**config.mk**
```make
export PLATFORM = sky130hd
export DESIGN_NAME = ram_16x8
export DESIGN_NICKNAME = d
export VERILOG_FILES = /design/src/rtl/ram_16x8.sv
export SDC_FILE = /design/constraint.sdc
export NUM_CORES = 1
export LEC_CHECK = 0
export CAP_MARGIN = 20
export CORE_MARGIN = 10
export CORE_UTILIZATION = 45
export CTS_CLUSTER_DIAMETER = 120
export CTS_CLUSTER_SIZE = 14
export DETAILED_ROUTE_END_ITERATION = 10
export GPL_TIMING_DRIVEN = 0
export PLACE_DENSITY = 0.64
export RECOVER_POWER = 25
export SKIP_LAST_GASP = 1
export SYNTH_ARGS = -nofsm -noshare
export SYNTH_HDL_FRONTEND = slang
export SYNTH_SLANG_ARGS = --single-unit
```
**constraint.sdc**
```tcl
create_clock -name clk -period 4.6 [get_ports clk]
set_clock_uncertainty 0.2 [all_clocks]
set_input_delay 0.92 -clock clk [delete_from_list [all_inputs] [get_ports clk]]
set_output_delay 0.92 -clock clk [all_outputs]
set_load 0.02 [all_outputs]
```
**src/rtl/ram_16x8.sv**
```systemverilog
// ram_16x8: single-port synchronous RAM with one shared address bus.
// The RW input picks write (1) or read (0) every cycle. Read data comes out of a register.
//
// Interface timing: there is no valid/ready handshake. The RAM is always ready.
// Every rising edge of clk with rst=0 carries out exactly one operation:
//   - RW=1: mem[address] <= datain, and dataout keeps its previous value.
//   - RW=0: dataout <= mem[address], so the data appears one cycle after the address.
// A rising edge with rst=1 clears the array and dataout, and ignores RW, address and datain.
module ram_16x8 #(
    parameter int ADDR_WIDTH = 4,
    parameter int DATA_WIDTH = 8
) (
    input  logic                  clk,
    input  logic                  rst,
    input  logic                  RW,
    input  logic [ADDR_WIDTH-1:0] address,
    input  logic [DATA_WIDTH-1:0] datain,
    output logic [DATA_WIDTH-1:0] dataout
);

    localparam int DEPTH = 2 ** ADDR_WIDTH;

    // Storage array. Every address code is in range, so no bounds logic is needed.
    logic [DATA_WIDTH-1:0] mem [DEPTH];

    // Reset clears the whole array and takes priority over any read or write.
    // Otherwise a write updates one word and leaves dataout alone,
    // and a read loads the dataout register.
    always_ff @(posedge clk) begin
        if (rst) begin
            for (int i = 0; i < DEPTH; i++) begin
                mem[i] <= '0;
            end
            dataout <= '0;
        end else if (RW) begin
            mem[address] <= datain;
        end else begin
            dataout <= mem[address];
        end
    end

endmodule

```
## After elaboration in Yosys (flattened, before gate mapping)

Memory sizes are Yosys's and may differ from the RTL's. A register that Yosys moved wholly into a read port is not among the register bits.
Index checks and enable logic that the tools add are counted.

- Latch bits: 0
- Register bits: 0
- Memory bits (read-only): 0
- Input bits: 15
- Memories kept: 1
- Bits in writable memories: 128
- Logic and storage cells: 11
- Output and inout bits: 8

Memory list:

| name | words | bits a word | rd ports | clocked after memory_dff | wr ports | RTL line | RTL |
|---|---|---|---|---|---|---|---|
| mem | 16 | 8 | 1 | 1 | 16 | 24 | `logic [DATA_WIDTH-1:0] mem [DEPTH];` |

- Shift-type cells: 0
- Mux-type cells: 8
- Div/mod/pow operators: 0
- Reduce and logical (&&, ||, !) cells: 2
- Bitwise operators: 0
- Multiply operators: 0
- Equality and inequality tests: 0
- Add/subtract/negate cells: 0
- Order comparisons: 0

Operator list:

| operator | count |
|---|---|
| $mux W8 | 1 |
| $reduce_or A8 Y1 | 1 |
| $mux W1 | 6 |
| $mux W4 | 1 |
| $logic_not A1 Y1 | 1 |

## Longest topological paths before layout

Gate-level depths: netlist (run 1).

- Word-level depth: 5
- Depth in mapped cells: 7
- Depth with buffers taken out: 4

## Worst setup path before layout (run 1)

No wires, ideal clock.

- Path kind: input to register
- Start point: input port address[1]
- End point: memory mem[11][0], enable pin
- Stages: 7
- Buffers on the path: 3
- Library setup time: 0.329 ns
- Arrival time: 2.061 ns
- Required time: 4.071 ns
- Slack: 2.010 ns
- Cells stage by stage: buf_6 -> buf_6 -> and2_0 -> buf_2 -> nand2_2 -> nor2_1 -> or2_1

RTL lines:

| item | RTL line | RTL |
|---|---|---|
| start: declaration | 16 | `input logic [ADDR_WIDTH-1:0] address,` |
| end: declaration | 24 |  |

==> metrics.csv, run 1 <==
metric,value,unit
status,completed,
Sw Share,21.99,%
Final Hold Violating Endpoints,0,
Synth Register Bits,136,
Yosys top cell by area,sky130_fd_sc_hd__edfxtp_1,
worst min-delay path endpoint,dataout[0],
final antenna-violating net count,0,
DRC violations left,0,
Post-CTS Hold Buffers,0,
max-slew violation total from the final report,0,
type of element capturing the critical path,flip-flop,
Core Region,13990,um2
number of enable-type register cells in the synthesized netlist,128,
total number of vias,3863,
Static Leakage,2.651,nW
total power after layout,3.034,mW
root buf cell,sky130_fd_sc_hd__clkbuf_16,
Sw Pwr,0.6672,mW
average via count per standard cell,5.599,
Worst Hold Class,flip-flop to flip-flop,
width of the die,139.8,um
ratio of final minimum period to clock period,83.72,%
combinational power share,8.4,%
hold slack,0.2609,ns
yosys synthesis warning count,0,
clock sink count,136,
Setup WS post-layout,0.7489,ns
DPL Wire Length,10.98,mm
required time worst endpoint,4.54,ns
post-cts repair resize count,0,
total CTS buffers,17,
DR WL/cell,22.94,um
CTS tree,done,
"top cells by area, synth","sky130_fd_sc_hd__edfxtp_1, sky130_fd_sc_hd__and2_1, sky130_fd_sc_hd__mux2i_1",
start-to-end type of the worst setup path,input pin to flip-flop,
aggregate global-route resource usage,16.40,%
die height,139.8,um
wire length after detailed routing,15.83,mm
initial antenna violation count,0,
length of the first detailed-routing pass in iterations,6,
maximum clock path buffer count,2,
insertion delay to the later sink of the worst-skew pair,0.41,ns
Placed Cells incl. Taps,658,
Post-Synthesis Mean Instance Area,14.10,um2
startpoint of the lowest-slack register-to-register path,mem[2][6],
net count after synthesis,473,
standard-cell row count,43,
final cell count without fillers,690,
clock share of power,43.9,%
Die Footprint,19540,um2
Highest Clock Rate,259.7,MHz
number of nets in the final layout,512,
area fraction of the dominant cell type after synthesis,59.51,%
setup repair after global routing missed its margin,false,
clock-pin transition on the worst setup and hold timing paths,0.06,ns
worst slew margin relative to its limit,31.80,%
post-CTS setup buffer count,0,
endpoint of the lowest-slack register-to-register path,dataout[6],
setup slack of the most critical reg-to-reg path,2.76,ns
Worst Setup Slack post-DPL,0.9888,ns
final setup vio count,0,
critical path launch point type,input pin,
maximum capacitance violations,0,
count of distinct cell types in the synthesized netlist,37,
share of final-layout standard cells stronger than drive strength 1,15.69,%
beginning of the worst hold path,dataout[0],
cells after synthesis,458,
"FFs w/ async S/R, synth",0,%
worst supply voltage drop on vdd,0.0002517,V
PD cells,408.9,nW/um2
Most used DFF post-synth,sky130_fd_sc_hd__edfxtp_1,
maximum number of pins on one net before global-route repair,17,
maximum fanout count along the critical path,10,
data arrival time of the worst path,3.79,ns
I/O pin cnt,23,
Final Wtd Congestion,0.9239,
Hold Path Stages,2,
area added between synthesis and finish,14.86,%
count of inserted antenna diode cells,0,
initial detailed-routing violation count,315,
starting density of the core,46.17,%
layout filler cell count,1183,
Final min period,3.851,ns
sequential power share,47.6,%
worst r2r path cells,4,
number of global-route vias before repair,3841,
PortBufs,20,
internal power,2.366,mW
sequential element share of the synthesized area,61.99,%
# H-tree levels,4,
global-route wire length before repair,23.82,mm
accumulated negative setup slack,0,ns
Congestion Overflow GR,0,
slew at the pin closest to its max-slew limit,1.015,ns
cell area after technology mapping,6459,um2
[kinds of logic (layout without fill, tap and decap cells)]
logic type      count (synthesis)  in the layout  synth area share, %
simple gates                  206            206                19.61
flops                         136            136                61.99
mux                            53             53                10.52
buf+inv                        34             86                3.080
compound gates                 29             29                4.804
[stage by stage]
step           cell area (um2)  utilization, %
6_report                  7418           53.03
5_1_grt                   7418           53.03
4_1_cts                   7456           53.30
3_5_place_dp              6884           49.21
3_3_place_gp              6884           49.21
2_1_floorplan             6459               -
[placed cells by master, fill, tap and decap left out, types with 6 or more instances in the layout]
cell and n:
sky130_fd_sc_hd__inv_1 8, sky130_fd_sc_hd__clkbuf_1 17, sky130_fd_sc_hd__clkbuf_16 17, sky130_fd_sc_hd__edfxtp_1 128, sky130_fd_sc_hd__o22ai_1 13, sky130_fd_sc_hd__and2_0 44, sky130_fd_sc_hd__clkdlybuf4s50_1 11, sky130_fd_sc_hd__dlygate4sd3_1 9
sky130_fd_sc_hd__nand3_1 6, sky130_fd_sc_hd__buf_2 6, sky130_fd_sc_hd__mux4_2 8, sky130_fd_sc_hd__nor2_1 14, sky130_fd_sc_hd__or2_2 15, sky130_fd_sc_hd__nand2_1 7, sky130_fd_sc_hd__dfxtp_1 8, sky130_fd_sc_hd__mux2i_1 42
sky130_fd_sc_hd__nor3_1 12, sky130_fd_sc_hd__and2_1 85
[layout make-up]
type | instances | area (um2) | share of cell area [%]
Tap cell | 180 | 225.2 | 3.036
Clock inverter | 10 | 127.6 | 1.720
Inverter | 8 | 30.03 | 0.4048
Buffer | 26 | 153.9 | 2.075
Multi-Input combinational cell | 288 | 2233 | 30.11
Clock buffer | 22 | 444.2 | 5.988
Timing Repair Buffer | 20 | 200.2 | 2.699
Sequential cell | 136 | 4004 | 53.97
[synth_stat cells (all sizes together), types with 6 or more instances]
| cell type | count |
|---|---|
| or2 | 16 |
| mux4 | 11 |
| and2 | 129 |
| clkbuf | 10 |
| buf | 16 |
| nand2 | 9 |
| nand3 | 6 |
| nor3 | 12 |
| inv | 8 |
| mux2i | 42 |
| dfxtp | 8 |
| a2111oi | 6 |
| edfxtp | 128 |
| o22ai | 13 |
| nor2 | 16 |
[power groups by stage]
stage,Sequential [mW],Combinational [mW],Clock [mW]
after global placement,1.47,0.256,0
after CTS,1.45,0.260,1.33
after global routing,1.45,0.272,1.39
after floorplan,1.47,0.154,0
after detailed placement,1.47,0.259,0
final,1.45,0.255,1.33
[routing by layer]
metal,vias to the layer above,wire length (um),track usage [%]
li1,1746,-,-
met1,1968,7223,22.53
met2,132,7418,25.09
met3,17,928,3.641
met4,0,255,5.326
met5,-,0,0
[worst max-delay path by stage]
stage / from / end / slack (ns) / depth (start not counted)
after floorplan: address[1] / mem[11][0] / 2.01 / 7
after global placement: address[3] / mem[12][7] / 1.03 / 7
after detailed placement: address[3] / mem[12][7] / 0.99 / 7
after CTS: address[3] / mem[12][5] / 1.43 / 7
after global routing: address[3] / mem[6][4] / 0.67 / 6
final: address[3] / mem[7][0] / 0.75 / 6
[sequential cells by signal, summed over array words and instances (netlist names)]
signal   count
dataout      8
mem        128
[critical path, cell delays in order]
cell and delay, ns:
sky130_fd_sc_hd__dlygate4sd3_1 0.73, sky130_fd_sc_hd__clkbuf_1 0.58, sky130_fd_sc_hd__clkbuf_1 0.66, sky130_fd_sc_hd__nand2b_1 0.27
sky130_fd_sc_hd__nor2_1 0.18, sky130_fd_sc_hd__or2_2 0.44
No activity file was read; power rests on OpenSTA's default activity.
==> run 2: changes to the inputs <==
==> constraint.sdc (replaced) <==
create_clock -name clk -period 4 [get_ports clk]
set_clock_uncertainty 0.2 [all_clocks]
set_input_delay 0.8 -clock clk [delete_from_list [all_inputs] [get_ports clk]]
set_output_delay 0.8 -clock clk [all_outputs]
set_load 0.02 [all_outputs]
==> metrics.csv, run 2 (synthesized netlist as in run 1, its figures left out) <==
metric,value,unit,change
status,completed,,
required time worst endpoint,3.89,ns,-0.65 ns
length of the first detailed-routing pass in iterations,5,,-1
endpoint of the lowest-slack register-to-register path,dataout[6],,
initial detailed-routing violation count,344,,+9.2%
Core Region,13990,um2,unchanged
clock-pin transition on the worst setup and hold timing paths,0.06,ns,about the same
worst stage delay on the critical path,0.68,ns,-0.05 ns
end-of-flow core utilization,53.09,%,+0.054 points
number of nets in the final layout,512,,unchanged
maximum fanout count along the critical path,10,,unchanged
start-to-end type of the worst setup path,input pin to flip-flop,,
aggregate global-route resource usage,16.40,%,unchanged
number of global-route vias before repair,3841,,unchanged
insertion delay to the later sink of the worst-skew pair,0.41,ns,about the same
DR WL/cell,22.94,um,about the same
CTS tree,done,,
area added between synthesis and finish,14.97,%,
setup repair after global routing missed its margin,false,,
width of the die,139.8,um,unchanged
Slowest cell on crit path,sky130_fd_sc_hd__dlygate4sd3_1,,
maximum number of pins on one net before global-route repair,17,,unchanged
PortBufs,20,,unchanged
worst min-delay path endpoint,dataout[0],,
total number of vias,3873,,+0.26%
root buf cell,sky130_fd_sc_hd__clkbuf_16,,
Top reg by flops,mem,,
worst path bufs/invs,3,,unchanged
clock sink count,136,,unchanged
Die Footprint,19540,um2,unchanged
Highest Clock Rate,293.9,MHz,
share of final-layout standard cells stronger than drive strength 1,15.88,%,+0.20 points
beginning of the worst hold path,dataout[0],,
final antenna-violating net count,0,,unchanged
worst r2r path cells,4,,unchanged
starting density of the core,46.17,%,unchanged
hold slack,0.2610,ns,+0.0001630 ns
Post-CTS Hold Buffers,0,,unchanged
setup slack of the most critical reg-to-reg path,2.15,ns,-0.61 ns
I/O pin cnt,23,,unchanged
worst slew margin relative to its limit,33.49,%,+1.7 points
average via count per standard cell,5.613,,+0.26%
CP cell instances,dlygate4sd3_1 -> buf_6 -> clkbuf_1 -> nand2b_1 -> nor2_1 -> or2_2,,
maximum clock path buffer count,2,,unchanged
accumulated negative setup slack,0,ns,unchanged
startpoint of the lowest-slack register-to-register path,mem[2][6],,
Static Leakage,2.655,nW,+0.15%
cell class contributing the biggest share of worst-path delay,buffers and inverters,,
die height,139.8,um,unchanged
maximum capacitance violations,0,,unchanged
Hold Path Stages,2,,unchanged
total CTS buffers,17,,unchanged
type of element capturing the critical path,flip-flop,,
worst supply voltage drop on vdd,0.0002869,V,+14%
max FFs per register,128,,unchanged
critical path launch point type,input pin,,
data arrival time of the worst path,3.30,ns,-0.49 ns
standard-cell row count,43,,unchanged
initial antenna violation count,0,,unchanged
most frequent cells in the layout,"sky130_fd_sc_hd__edfxtp_1, sky130_fd_sc_hd__and2_1, sky130_fd_sc_hd__and2_0, sky130_fd_sc_hd__mux2i_1, sky130_fd_sc_hd__clkbuf_16",,
Final min period,3.402,ns,
DPL Wire Length,10.98,mm,unchanged
final setup vio count,0,,unchanged
DRC violations left,0,,unchanged
global-route wire length before repair,23.82,mm,unchanged
count of inserted antenna diode cells,0,,unchanged
max-slew violation total from the final report,0,,unchanged
post-cts repair resize count,0,,unchanged
slew at the pin closest to its max-slew limit,0.9900,ns,-0.02521 ns
Final Wtd Congestion,0.9239,,unchanged
Worst Hold Class,flip-flop to flip-flop,,
PD cells,469.6,nW/um2,+15%
largest registers,"mem: 128 flops, dataout: 8 flops",,
Final Hold Violating Endpoints,0,,unchanged
total power after layout,3.487,mW,+15%
wire length after detailed routing,15.83,mm,about the same
ratio of final minimum period to clock period,85.06,%,
most frequent standard cell in the layout excluding fill and tap cells,sky130_fd_sc_hd__edfxtp_1,,
post-CTS setup buffer count,0,,unchanged
Congestion Overflow GR,0,,unchanged
# H-tree levels,4,,unchanged
## run 2: changes by cell type in the layout (fill, tap and decap cells not counted), sizes merged
cell,delta
buf,+1
clkbuf,-1
## run 2: tightest hold or removal path: stages, from the launching register on
cell,delay [ns]
sky130_fd_sc_hd__dfxtp_1,0.30
sky130_fd_sc_hd__inv_1,0.06
sky130_fd_sc_hd__a221oi_2,0.05
## run 2: final cells by class
cell class	instances	area, um2
Buffer	26	161.4
Timing Repair Buffer	20	200.2
Multi-Input combinational cell	288	2233
Tap cell	180	225.2
Clock inverter	10	127.6
Inverter	8	30.03
Fill cell	1181	6563
Clock buffer	22	444.2
Sequential cell	136	4004
## run 2: power breakdown
group / internal [mW] / switching (mW)
combinational: 0.112 / 0.183
clock: 0.972 / 0.558
sequential: 1.64 / 0.0240
## run 2: metal layers
metal  routed length (um)  track usage (%)  up-vias  part of all wire (%)
met1                 7202            22.53     1961                    46
met2                 7417            25.09      138                    47
met5                    0                0        -                     0
met4                  255            5.326        0                   1.6
met3                  952            3.641       20                   6.0
li1                     -                -     1754                     -
## run 2: worst max path at each step
| stage | from | cells after the start | end |
|---|---|---|---|
| final | address[3] | 6 | mem[7][6] |
| after CTS | address[3] | 7 | mem[12][5] |
| after global routing | address[3] | 6 | mem[6][4] |
| after floorplan | address[1] | 7 | mem[11][0] |
| after global placement | address[3] | 7 | mem[12][7] |
| after detailed placement | address[3] | 7 | mem[12][7] |
## run 2: through the flow
stage | cells | area (um2) | setup slack (ns)
after floorplan | 458 | 6459 | 1.530
after global placement | 658 | 6884 | 0.5529
after detailed placement | 658 | 6884 | 0.5088
after CTS | 690 | 7456 | 0.9526
after global routing | 690 | 7426 | 0.5339
final | 690 | 7426 | 0.5976
==> run 3: changes to the inputs <==
--- a/config.mk
+++ b/config.mk
@@ -13,7 +13,7 @@
 export DETAILED_ROUTE_END_ITERATION = 10
 export GPL_TIMING_DRIVEN = 0
 export PLACE_DENSITY = 0.64
-export RECOVER_POWER = 25
+export RECOVER_POWER = 50
 export SKIP_LAST_GASP = 1
 export SYNTH_ARGS = -nofsm -noshare
 export SYNTH_HDL_FRONTEND = slang
==> metrics.csv, run 3 (synthesized netlist as in run 1, its figures left out) <==
metric,value,unit,change
Congestion Overflow GR,0,,unchanged
total CTS buffers,17,,unchanged
insertion delay to the later sink of the worst-skew pair,0.41,ns,about the same
layout filler cell count,1185,,+0.34%
length of the first detailed-routing pass in iterations,7,,+2
wire length after detailed routing,15.94,mm,+0.71%
area added between synthesis and finish,14.76,%,
critical path launch point type,input pin,,
largest registers,"mem: 128 flops, dataout: 8 flops",,
Highest Clock Rate,294.8,MHz,+0.29%
ratio of final minimum period to clock period,84.82,%,-0.25 points
maximum capacitance violations,0,,unchanged
width of the die,139.8,um,unchanged
maximum fanout count along the critical path,10,,unchanged
internal power,2.721,mW,about the same
global-route wire length before repair,23.82,mm,unchanged
initial detailed-routing violation count,317,,-7.8%
Setup WS post-layout,0.6074,ns,+0.009827 ns
Post-CTS Hold Buffers,0,,unchanged
data arrival time of the worst path,3.29,ns,about the same
clock-pin transition on the worst setup and hold timing paths,0.06,ns,about the same
Static Leakage,2.607,nW,-1.8%
initial antenna violation count,0,,unchanged
Worst Setup Slack post-DPL,0.5088,ns,unchanged
most frequent cells in the layout,"sky130_fd_sc_hd__edfxtp_1, sky130_fd_sc_hd__and2_0, sky130_fd_sc_hd__mux2i_1, sky130_fd_sc_hd__and2_1, sky130_fd_sc_hd__clkbuf_16",,
root buf cell,sky130_fd_sc_hd__clkbuf_16,,
Worst Hold Class,flip-flop to flip-flop,,
clock sink count,136,,unchanged
maximum clock path buffer count,2,,unchanged
Sw Pwr,0.7699,mW,+0.67%
DPL Wire Length,10.98,mm,unchanged
number of nets in the final layout,512,,unchanged
accumulated negative setup slack,0,ns,unchanged
share of final-layout standard cells stronger than drive strength 1,15.10,%,-0.78 points
aggregate global-route resource usage,16.40,%,unchanged
total number of vias,3920,,+1.2%
Final Wtd Congestion,0.9239,,unchanged
Hold Path Stages,2,,unchanged
number of global-route vias before repair,3841,,unchanged
die height,139.8,um,unchanged
Final min period,3.393,ns,-0.009827 ns
area taken by multi-input logic gates,2220,um2,-0.62%
DRC violations left,0,,unchanged
max-slew violation total from the final report,0,,unchanged
Die Footprint,19540,um2,unchanged
post-CTS setup buffer count,0,,unchanged
maximum number of pins on one net before global-route repair,17,,unchanged
worst supply voltage drop on vdd,0.0002902,V,+1.1%
Sw Share,22.05,%,+0.12 points
setup repair after global routing missed its margin,false,,
I/O pin cnt,23,,unchanged
clock share of power,44.0,%,about the same
max FFs per register,128,,unchanged
# H-tree levels,4,,unchanged
average via count per standard cell,5.681,,+1.2%
post-cts repair resize count,0,,unchanged
most frequent standard cell in the layout excluding fill and tap cells,sky130_fd_sc_hd__edfxtp_1,,
slew at the pin closest to its max-slew limit,0.9910,ns,+0.001018 ns
Core Region,13990,um2,unchanged
CTS tree,done,,
PortBufs,20,,unchanged
start-to-end type of the worst setup path,input pin to flip-flop,,
final setup vio count,0,,unchanged
sequential cell area,4004,um2,unchanged
sequential power share,47.6,%,about the same
required time worst endpoint,3.90,ns,about the same
Final Hold Violating Endpoints,0,,unchanged
combinational power share,8.4,%,about the same
Top reg by flops,mem,,
status,completed,,
worst slew margin relative to its limit,33.43,%,-0.068 points
starting density of the core,46.17,%,unchanged
count of inserted antenna diode cells,0,,unchanged
worst r2r path cells,4,,unchanged
final antenna-violating net count,0,,unchanged
type of element capturing the critical path,flip-flop,,
standard-cell row count,43,,unchanged
DR WL/cell,23.10,um,+0.71%
PD cells,471.0,nW/um2,+0.30%
==> run 3: power by group through the flow <==
stage               clock network (mW)  registers [mW]  logic [mW]
floorplan                            0            1.69       0.177
global placement                     0            1.69       0.294
detailed placement                   0            1.69       0.298
CTS                               1.54            1.66       0.298
global route                      1.60            1.67       0.311
finish                            1.54            1.66       0.293
==> run 3: cell type report <==
type,instances,share of cell area [%]
clock inverter,10,1.722
sequential,136,54.02
timing repair buffer,20,2.701
tap,180,3.038
clock buffer,22,5.993
inverter,8,0.4051
buffer,26,2.178
multi-input combinational,288,29.95
==> run 3: stage by stage <==
step / power, mW / cell area [um2] / instances / hold WS, ns / utilization, %
after detailed placement: 1.990 / 6884 / 658 / 0.2551 / 49.21
after floorplan: 1.868 / 6459 / 458 / 0.3360 / -
after global placement: 1.982 / 6884 / 658 / 0.2560 / 49.21
after global routing: 3.580 / 7412 / 690 / 0.2812 / 52.99
after CTS: 3.497 / 7456 / 690 / 0.2641 / 53.30
final: 3.491 / 7412 / 690 / 0.2614 / 52.99
==> run 3: per-layer routing <==
layer | GRT usage, % | routed length, um
met4 | 5.326 | 366
met1 | 22.53 | 7062
met5 | 0 | 0
met2 | 25.09 | 7396
met3 | 3.641 | 1114
==> run 3: path summary, 6_finish.rpt <==
path | slack (ns) | to | startpoint
setup / recovery | 0.61 | mem[7][1] | address[3]
hold / removal | 0.26 | dataout[0] | dataout[0]
setup reg to reg | 2.15 | dataout[6] | mem[2][6]
hold reg to reg | 0.26 | dataout[0] | dataout[0]
==> run 3: worst max-delay path, stage by stage <==
cell,delay (ns)
sky130_fd_sc_hd__dlygate4sd3_1,0.68
sky130_fd_sc_hd__buf_6,0.22
sky130_fd_sc_hd__clkbuf_1,0.35
sky130_fd_sc_hd__nand2b_1,0.33
sky130_fd_sc_hd__nor2_1,0.53
sky130_fd_sc_hd__or2_2,0.37
